==> config.mk <==
export PLATFORM = sky130hd
export DESIGN_NAME = pipeline_hazard_controller
export DESIGN_NICKNAME = d
export VERILOG_FILES = /design/src/rtl/pipeline_hazard_controller.sv
export SDC_FILE = /design/constraint.sdc
export NUM_CORES = 1
export LEC_CHECK = 0
export ABC_AREA = 1
export ABC_CLOCK_PERIOD_IN_PS = 1900
export CAP_MARGIN = 20
export CELL_PAD_IN_SITES_DETAIL_PLACEMENT = 0
export CELL_PAD_IN_SITES_GLOBAL_PLACEMENT = 1
export CORE_MARGIN = 2
export CORE_UTILIZATION = 31
export DETAILED_ROUTE_END_ITERATION = 8
export GPL_ROUTABILITY_DRIVEN = 0
export PLACE_DENSITY_LB_ADDON = 0.1
export SYNTH_ARGS = -nofsm -noshare
export SYNTH_HDL_FRONTEND = slang
export SYNTH_SLANG_ARGS = --single-unit
==> constraint.sdc <==
create_clock -name clk -period 1.9 [get_ports clk]
set_clock_uncertainty 0.05 [all_clocks]
set_input_delay 0.285 -clock clk [delete_from_list [all_inputs] [get_ports clk]]
set_output_delay 0.285 -clock clk [all_outputs]
set_load 0.02 [all_outputs]
==> src/rtl/pipeline_hazard_controller.sv <==
// Stall/flush sequencer for the 5-stage pipeline: load-use, branch-operand and flag stalls,
// taken-branch flush, I$/D$ miss freezes and HALT drain. Outputs are combinational from state and inputs.
module pipeline_hazard_controller #(
  parameter int DRAIN_CYCLES = 3,
  parameter int CNT_W        = 16
) (
  input  logic             clk,
  input  logic             rst,
  input  logic [3:0]       if_id_rs,
  input  logic [3:0]       if_id_rt,
  input  logic             if_id_uses_rt,
  input  logic             if_id_store,
  input  logic             if_id_br_reg,
  input  logic             if_id_br_flags,
  input  logic             if_id_halt,
  input  logic [3:0]       id_ex_rd,
  input  logic             id_ex_write_reg,
  input  logic             id_ex_mem_read,
  input  logic             id_ex_sets_flags,
  input  logic [3:0]       ex_mem_rd,
  input  logic             ex_mem_mem_read,
  input  logic             branch_taken,
  input  logic             icache_miss,
  input  logic             dcache_miss,
  output logic             pc_write,
  output logic             if_id_write,
  output logic             if_id_flush,
  output logic             id_ex_flush,
  output logic             ex_mem_write,
  output logic             mem_wb_write,
  output logic             halted,
  output logic [CNT_W-1:0] stall_cycles
);

  localparam int DW = $clog2(DRAIN_CYCLES + 1);

  typedef enum logic [1:0] {S_RUN, S_STALL, S_DRAIN, S_HALTED} state_t;

  state_t           state_q, state_d;
  logic [1:0]       stall_cnt_q, stall_cnt_d;
  logic [DW-1:0]    drain_cnt_q, drain_cnt_d;
  logic [CNT_W-1:0] stall_cycles_q, stall_cycles_d;

  logic ex_rs_hit, ex_rt_hit, lu_hit, br_ex_hit, br_mem_hit, flag_hit;
  logic need_stall, need_stall2;

  // R0 is hardwired to zero, so it never produces a dependency.
  always_comb begin
    ex_rs_hit   = (id_ex_rd != 4'd0) && (id_ex_rd == if_id_rs);
    ex_rt_hit   = (id_ex_rd != 4'd0) && if_id_uses_rt && (id_ex_rd == if_id_rt);
    // A store's data operand (Rt) is forwarded MEM->MEM, so it alone does not stall.
    lu_hit      = id_ex_mem_read && (ex_rs_hit || (ex_rt_hit && !if_id_store));
    br_ex_hit   = if_id_br_reg && id_ex_write_reg && ex_rs_hit;
    br_mem_hit  = if_id_br_reg && ex_mem_mem_read && (ex_mem_rd != 4'd0) && (ex_mem_rd == if_id_rs);
    flag_hit    = if_id_br_flags && id_ex_sets_flags;
    need_stall  = lu_hit || br_ex_hit || br_mem_hit || flag_hit;
    need_stall2 = br_ex_hit && id_ex_mem_read;
  end

  always_comb begin
    state_d      = state_q;
    stall_cnt_d  = stall_cnt_q;
    drain_cnt_d  = drain_cnt_q;
    pc_write     = 1'b0;
    if_id_write  = 1'b0;
    if_id_flush  = 1'b0;
    id_ex_flush  = 1'b0;
    ex_mem_write = 1'b0;
    mem_wb_write = 1'b0;
    halted       = 1'b0;

    if (state_q == S_HALTED) begin
      halted = 1'b1;
    end else if (!dcache_miss) begin
      ex_mem_write = 1'b1;
      mem_wb_write = 1'b1;
      unique case (state_q)
        S_RUN: begin
          if (need_stall) begin
            id_ex_flush = 1'b1;
            if (need_stall2) begin
              state_d     = S_STALL;
              stall_cnt_d = 2'd1;
            end
          end else if (branch_taken) begin
            pc_write    = 1'b1;
            if_id_write = 1'b1;
            if_id_flush = 1'b1;
          end else if (if_id_halt) begin
            if_id_write = 1'b1;
            if_id_flush = 1'b1;
            state_d     = S_DRAIN;
            drain_cnt_d = DW'(DRAIN_CYCLES);
          end else if (icache_miss) begin
            if_id_write = 1'b1;
            if_id_flush = 1'b1;
          end else begin
            pc_write    = 1'b1;
            if_id_write = 1'b1;
          end
        end
        S_STALL: begin
          id_ex_flush = 1'b1;
          stall_cnt_d = stall_cnt_q - 2'd1;
          if (stall_cnt_d == 2'd0) state_d = S_RUN;
        end
        S_DRAIN: begin
          if_id_write = 1'b1;
          if_id_flush = 1'b1;
          drain_cnt_d = drain_cnt_q - DW'(1);
          if (drain_cnt_q == DW'(1)) state_d = S_HALTED;
        end
        default: state_d = S_RUN;
      endcase
    end

    stall_cycles_d = stall_cycles_q;
    if ((state_q != S_HALTED) && !pc_write && (stall_cycles_q != {CNT_W{1'b1}}))
      stall_cycles_d = stall_cycles_q + CNT_W'(1);
  end

  always_ff @(posedge clk) begin
    if (rst) begin
      state_q        <= S_RUN;
      stall_cnt_q    <= 2'd0;
      drain_cnt_q    <= '0;
      stall_cycles_q <= '0;
    end else begin
      state_q        <= state_d;
      stall_cnt_q    <= stall_cnt_d;
      drain_cnt_q    <= drain_cnt_d;
      stall_cycles_q <= stall_cycles_d;
    end
  end

  assign stall_cycles = stall_cycles_q;

endmodule

* Word-level counts from Yosys, hierarchy flattened
Index checks and enable logic that the tools add are counted. Widths: inputs -> output; s select.
Word-level totals: register bits 22, bits of input ports 30, output and inout bits 23, word-level logic and storage cells 95
Cells by class: add/sub/neg operators 3, equal/unequal tests 19, muxes and demuxes 38, bitwise operators 2, reductions and logical operators 29
Operators with widths (number):
- $mux 1 | 22
- $mux 2 | 10
- $add 16x1->16 const B | 1
- $ne 16x16->1 const B | 1
- $ne 2x2->1 const B | 8
- $logic_and 1x1->1 | 14
- $eq 4x4->1 | 3
- $ne 3x3->1 const B | 3
- $pmux 2 s2 | 2
- $reduce_bool 4->1 | 2
- $reduce_and 7->1 | 1
- $pmux 1 s2 | 3
- $pmux 2 s3 | 1
- $reduce_and 6->1 | 1
- $reduce_and 5->1 | 1
- $eq 2x1->1 const B | 2
- $eq 2x2->1 const B | 2
- $logic_not 2->1 | 2
- $logic_or 1x1->1 | 4
- $reduce_bool 2->1 | 2
- $sub 2x1->2 const B | 2
- $logic_not 1->1 | 2
- $not 1->1 | 2

* Depth between registers and ports, before layout
depth in word-level cells 16, mapped depth 14, gate-level depth less buffers 14

* Worst setup path before layout
Ideal clock, no wire load.
path kind input to output, start input if_id_rs[1], end output if_id_flush, data arrival time 1466 ps, required time 1565 ps, path slack 99 ps, cell stages on the path 11, buffers on the path 0, cells stage by stage inv_1 nand2_1 nand2_1 nor2_1 nand3_1 nand2_1 nor2_2 nand3_1 nand2_1 nand2_1 a31oi_1
Between the ends: word-level cells in the longest chain between the ends 11, elaborated cells on any way between the ends 14, classes of those cells 2 x eq/ne; 4 x mux; 8 x reduce/logical
Ends and longest elaborated chain:
- from (decl) | RTL line 9 | input logic [3:0] if_id_rs,
- $eq 4x4->1 | RTL line 49 | ex_rs_hit = (id_ex_rd != 4'd0) && (id_ex_rd == if_id_rs);
- $logic_and 1x1->1 | RTL line 49
- $logic_or 1x1->1 | RTL line 52 | lu_hit = id_ex_mem_read && (ex_rs_hit || (ex_rt_hit && !if_id_store));
- $logic_and 1x1->1 | RTL line 52
- $logic_or 1x1->1 | RTL line 56 | need_stall = lu_hit || br_ex_hit || br_mem_hit || flag_hit;
- $logic_or 1x1->1 * (2 in a row) | RTL line 56
- $mux 1 * | RTL line 79 | if (need_stall) begin
- $pmux 1 s2 * | RTL line 77 | unique case (state_q)
- $mux 1 * | RTL line 74 | end else if (!dcache_miss) begin
- $mux 1 * | RTL line 72 | if (state_q == S_HALTED) begin
- to (decl) | RTL line 27 | output logic if_id_flush,
Every way passes the cells marked *; elsewhere a longest branch is shown, timed or not.

* Worst setup path after layout
start input id_ex_write_reg, end output if_id_flush
Between the ends: word-level cells in the longest chain between the ends 9
Ends and longest elaborated chain:
- from (decl) | RTL line 17 | input logic id_ex_write_reg,
- $logic_and 1x1->1 (2 in a row) | RTL line 53 | br_ex_hit = if_id_br_reg && id_ex_write_reg && ex_rs_hit;
- $logic_or 1x1->1 (3 in a row) | RTL line 56
- $mux 1 | RTL line 79
- $pmux 1 s2 | RTL line 77
- $mux 1 | RTL line 74
- $mux 1 | RTL line 72
No other way between the ends.

==> out/summary.md <==
The run finished with clean final reports. At the pin with the least slew margin, the transition time is 0.4894 ns. For hold timing, the worst endpoint is stall_cnt_q[0]$_SDFFE_PP0P_. In this run the count of I/O pins placed on the die edge is 53. Counting flops with a built-in enable in the synthesized netlist gives 0.

For the worst-skew pair, the clock arrives at the later sink with an insertion delay of 0.26 ns. Most used flip-flop cell after synthesis: sky130_fd_sc_hd__dfxtp_1. For this block, the routed nets add up to 4.750 mm of wire.

After synthesis the cells add up to 1808 um^2. Vertical die dimension: 80.37 um. For the first-pass GRT wire length, the log shows 8.100 mm. CTS placed an instance of sky130_fd_sc_hd__clkbuf_8 at the clock tree root. Count of H-tree levels built during CTS: 1. Clock tree synthesis found a total of 22 sinks.

The HPWL after detailed placement came out at 3.663 mm. After detailed placement, the design holds a cell count of 465. Yosys mapped the design onto 24 distinct sky130hd cell types.

The max-slew violation total from the final report is 0. For the maximum ir drop on the vdd rail, the log shows 0.3315 mV. After the first detailed-routing iteration, the DRC count stood at 82. Counting along the longest clock path gives a buffer depth of 2.

The run gives 357 as the total nets after synthesis. The global-route total usage across every layer was 15.72%; the initial antenna violation count was 0. For the remaining global-route overflow, the log shows 0. Type of element capturing the critical path: an output pin. The standby leakage power is 1.434 nW, and the final routed wire length divided by cell count is 10.00 um. The initial utilization of the core area, before any placement, comes to 32.44%.

Input and output buffers added on the ports amount to 52. The worst register-to-register path begins at stall_cycles[1]$_SDFFE_PP0P_. The synthesized design spends more area on one cell type than any other, namely sky130_fd_sc_hd__dfxtp_1. The most frequent cell after synthesis is sky130_fd_sc_hd__nand2_1.

0 antenna diodes ended up in the layout. The number of hold violations in the final report came out at 0. Number of stages on the worst hold path: 2.

In this run the remaining antenna-violating nets after routing total 0. Dividing the final minimum period by the clock period gives 98.02%. Entering global routing, the biggest net connects 28 pins. The tools report the worst-case register-to-register setup slack as 0.17 ns. The highest net fanout along the worst path came out at 4.

STA puts the critical path data required time at 1.56 ns. Max-cap violations in this run came to 0. The logs give 613 for the number of filler cells placed in the layout and 0.4220 ns for the hold slack. The share of the Yosys chip area taken by registers is 24.36%. The worst hold path begins at stall_cnt_q[0]$_SDFFE_PP0P_. Across all layers, the routed design uses 2097 vias. In this run the power density over the cells is 498.6 nW/um^2. By count the netlist is led by 101 x sky130_fd_sc_hd__nand2_1, 68 x sky130_fd_sc_hd__inv_1, 49 x sky130_fd_sc_hd__nor2_1, 24 x sky130_fd_sc_hd__nand3_1, 22 x sky130_fd_sc_hd__dfxtp_1. The final non-filler cell total is 475, and the mean area per synthesized cell is 5.580 um^2. For the standard-cell row count, the log shows 27. Subtracting the final worst setup slack from the clock period gives 1.862 ns. Synthesis handed over a netlist of 324 instances. After synthesis, the cell types taking the most area are sky130_fd_sc_hd__dfxtp_1 24%, sky130_fd_sc_hd__nand2_1 21%, sky130_fd_sc_hd__inv_1 14%, sky130_fd_sc_hd__nor2_1 10%, sky130_fd_sc_hd__nand3_1 6.6%. The post-route worst setup slack is 0.03757 ns, and the cell count of the worst reg-to-reg path is 12.

Setup violations remaining at the end of the flow were counted as 0. For the minimum setup slack after placement, the log shows -0.8520 ns. Measured along the x axis, the die boundary spans 80.37 um.

The end-of-flow core utilization is 47.52%, and the total power after layout is 1.321 mW. The category of the most critical setup path is input pin to output pin. The run gives 5574 um^2 as the area inside the core boundary. TritonCTS built the clock tree. During synthesis, Yosys emitted a total of 0 warnings.

The average via count per standard cell was 4.415; the worst slew margin relative to its limit was 67.12%. STA classifies the critical path startpoint as an input pin. Setup repair after global routing could not meet its margin everywhere. Of the post-synthesis cell area, the dominant cell type holds 24.36%. Capturing point of the worst reg2reg path: stall_cycles[8]$_SDFFE_PP0P_. Counting flops with an async set or reset pin after synthesis yields a share of 0%. After detailed routing, the number of remaining DRC violations is 0. Static timing analysis puts the maximum clock frequency at 536.9 MHz. After clock tree synthesis, the clock-pin slew on the worst setup and hold paths is 0.08 ns. In this run the worst hold path is classified as flop to flop. Synthesis inferred 22 register bits. The ratio of cells with drive above 1 in the final layout works out to 20.84%. The net count of the finished layout is 438. In this run, CTS created clock tree buffers numbering 3.

The tools report the number of global-route vias before repair as 1898. The area growth from synthesis to layout is 46.51%. The die footprint came out at 6459 um^2. The tools report the arrival time at the worst endpoint as 1.53 ns. The first detailed-routing pass took 4 iterations.
==> sequential cells by signal (all words and copies together), names as in the netlist <==
| signal | cells |
|---|---|
| drain_cnt_q | 2 |
| state_q | 2 |
| stall_cycles | 16 |
| stall_cnt_q | 2 |
==> report_power, final <==
group	total (mW)	internal, mW	switching [mW]
clock network	0.295	0.142	0.153
registers	0.509	0.488	0.0206
logic	0.517	0.247	0.270
==> cell families after synthesis <==
kind of cell    after synthesis  share of synthesized area (%)
simple gates                209                          51.14
buf+inv                      78                          18.62
flops                        22                          24.36
compound gates               11                          3.322
fa+ha+maj                     3                          2.076
xor+xnor                      1                         0.4845
==> worst max-delay path, stage by stage <==
cell                              delay [ns]
sky130_fd_sc_hd__clkdlybuf4s50_1        0.42
sky130_fd_sc_hd__nand2_2                0.08
sky130_fd_sc_hd__nor2_4                 0.04
sky130_fd_sc_hd__nor2_4                 0.15
sky130_fd_sc_hd__nand3_2                0.11
sky130_fd_sc_hd__nand2_2                0.08
sky130_fd_sc_hd__nand2_2                0.05
sky130_fd_sc_hd__a31oi_1                0.14
sky130_fd_sc_hd__buf_4                  0.16
==> layer usage <==
layer / up-vias / track usage, % / part of all wire (%)
li1: 1148 / - / -
met5: - / 0 / 0
met1: 919 / 20.50 / 49
met4: 0 / 4.068 / 0.82
met2: 28 / 26.58 / 47
met3: 2 / 2.809 / 4.0
==> how the worst max path moves through the flow <==
stage / startpoint / endpoint / slack [ns]
2_1_floorplan: if_id_rs[1] / if_id_flush / 0.1
3_3_place_gp: id_ex_rd[0] / if_id_flush / -0.81
3_5_place_dp: id_ex_rd[0] / if_id_flush / -0.85
4_1_cts: if_id_br_reg / if_id_flush / -0.1
5_1_grt: if_id_rs[0] / if_id_flush / -0.04
6_report: id_ex_write_reg / if_id_flush / 0.04
==> cell usage in the layout, fill, tap and decap left out, types with 2 or more instances in the layout <==
cell,count
sky130_fd_sc_hd__inv_1,61
sky130_fd_sc_hd__dlygate4sd2_1,3
sky130_fd_sc_hd__a21oi_1,3
sky130_fd_sc_hd__dfxtp_1,22
sky130_fd_sc_hd__nor2_1,47
sky130_fd_sc_hd__buf_6,3
sky130_fd_sc_hd__o21ai_0,2
sky130_fd_sc_hd__buf_2,5
sky130_fd_sc_hd__o21ai_1,2
sky130_fd_sc_hd__buf_4,30
sky130_fd_sc_hd__nor2_4,3
sky130_fd_sc_hd__nand4_1,19
sky130_fd_sc_hd__nand3_2,3
sky130_fd_sc_hd__nand2_1,95
sky130_fd_sc_hd__nor2_2,5
sky130_fd_sc_hd__a31oi_1,2
sky130_fd_sc_hd__nand3_1,23
sky130_fd_sc_hd__nor3_1,3
sky130_fd_sc_hd__clkdlybuf4s15_1,4
sky130_fd_sc_hd__inv_2,9
sky130_fd_sc_hd__clkbuf_2,9
sky130_fd_sc_hd__clkdlybuf4s50_1,24
sky130_fd_sc_hd__nand2_2,7
sky130_fd_sc_hd__clkbuf_8,3
sky130_fd_sc_hd__ha_1,3
sky130_fd_sc_hd__dlymetal6s2s_1,4
==> final cells by class <==
| type | count | area [um^2] | share of cell area, % |
|---|---|---|---|
| Inverter | 70 | 262.8 | 9.920 |
| Sequential cell | 22 | 440.4 | 16.63 |
| Tap cell | 72 | 90.09 | 3.401 |
| Multi-Input combinational cell | 224 | 1094 | 41.28 |
| Timing Repair Buffer | 84 | 720.7 | 27.21 |
| Clock buffer | 3 | 41.29 | 1.559 |
==> stage by stage <==
stage	instance area [um^2]	setup TNS (ns)
after CTS	2644	-0.09991
after detailed placement	2532	-10.50
final	2649	0
after floorplan	1808	0
after global placement	2532	-10.06
after global routing	2649	-0.03926
==> repair_timing <==
item | in CTS | in global routing
setup buffers | 5 | 2
hold buffers | 0 | 0
setup endpoints to repair | 22 | 20
pin swaps | 15 | 19
gates resized for setup | 67 | 41
No activity file was read; power rests on OpenSTA's default activity.
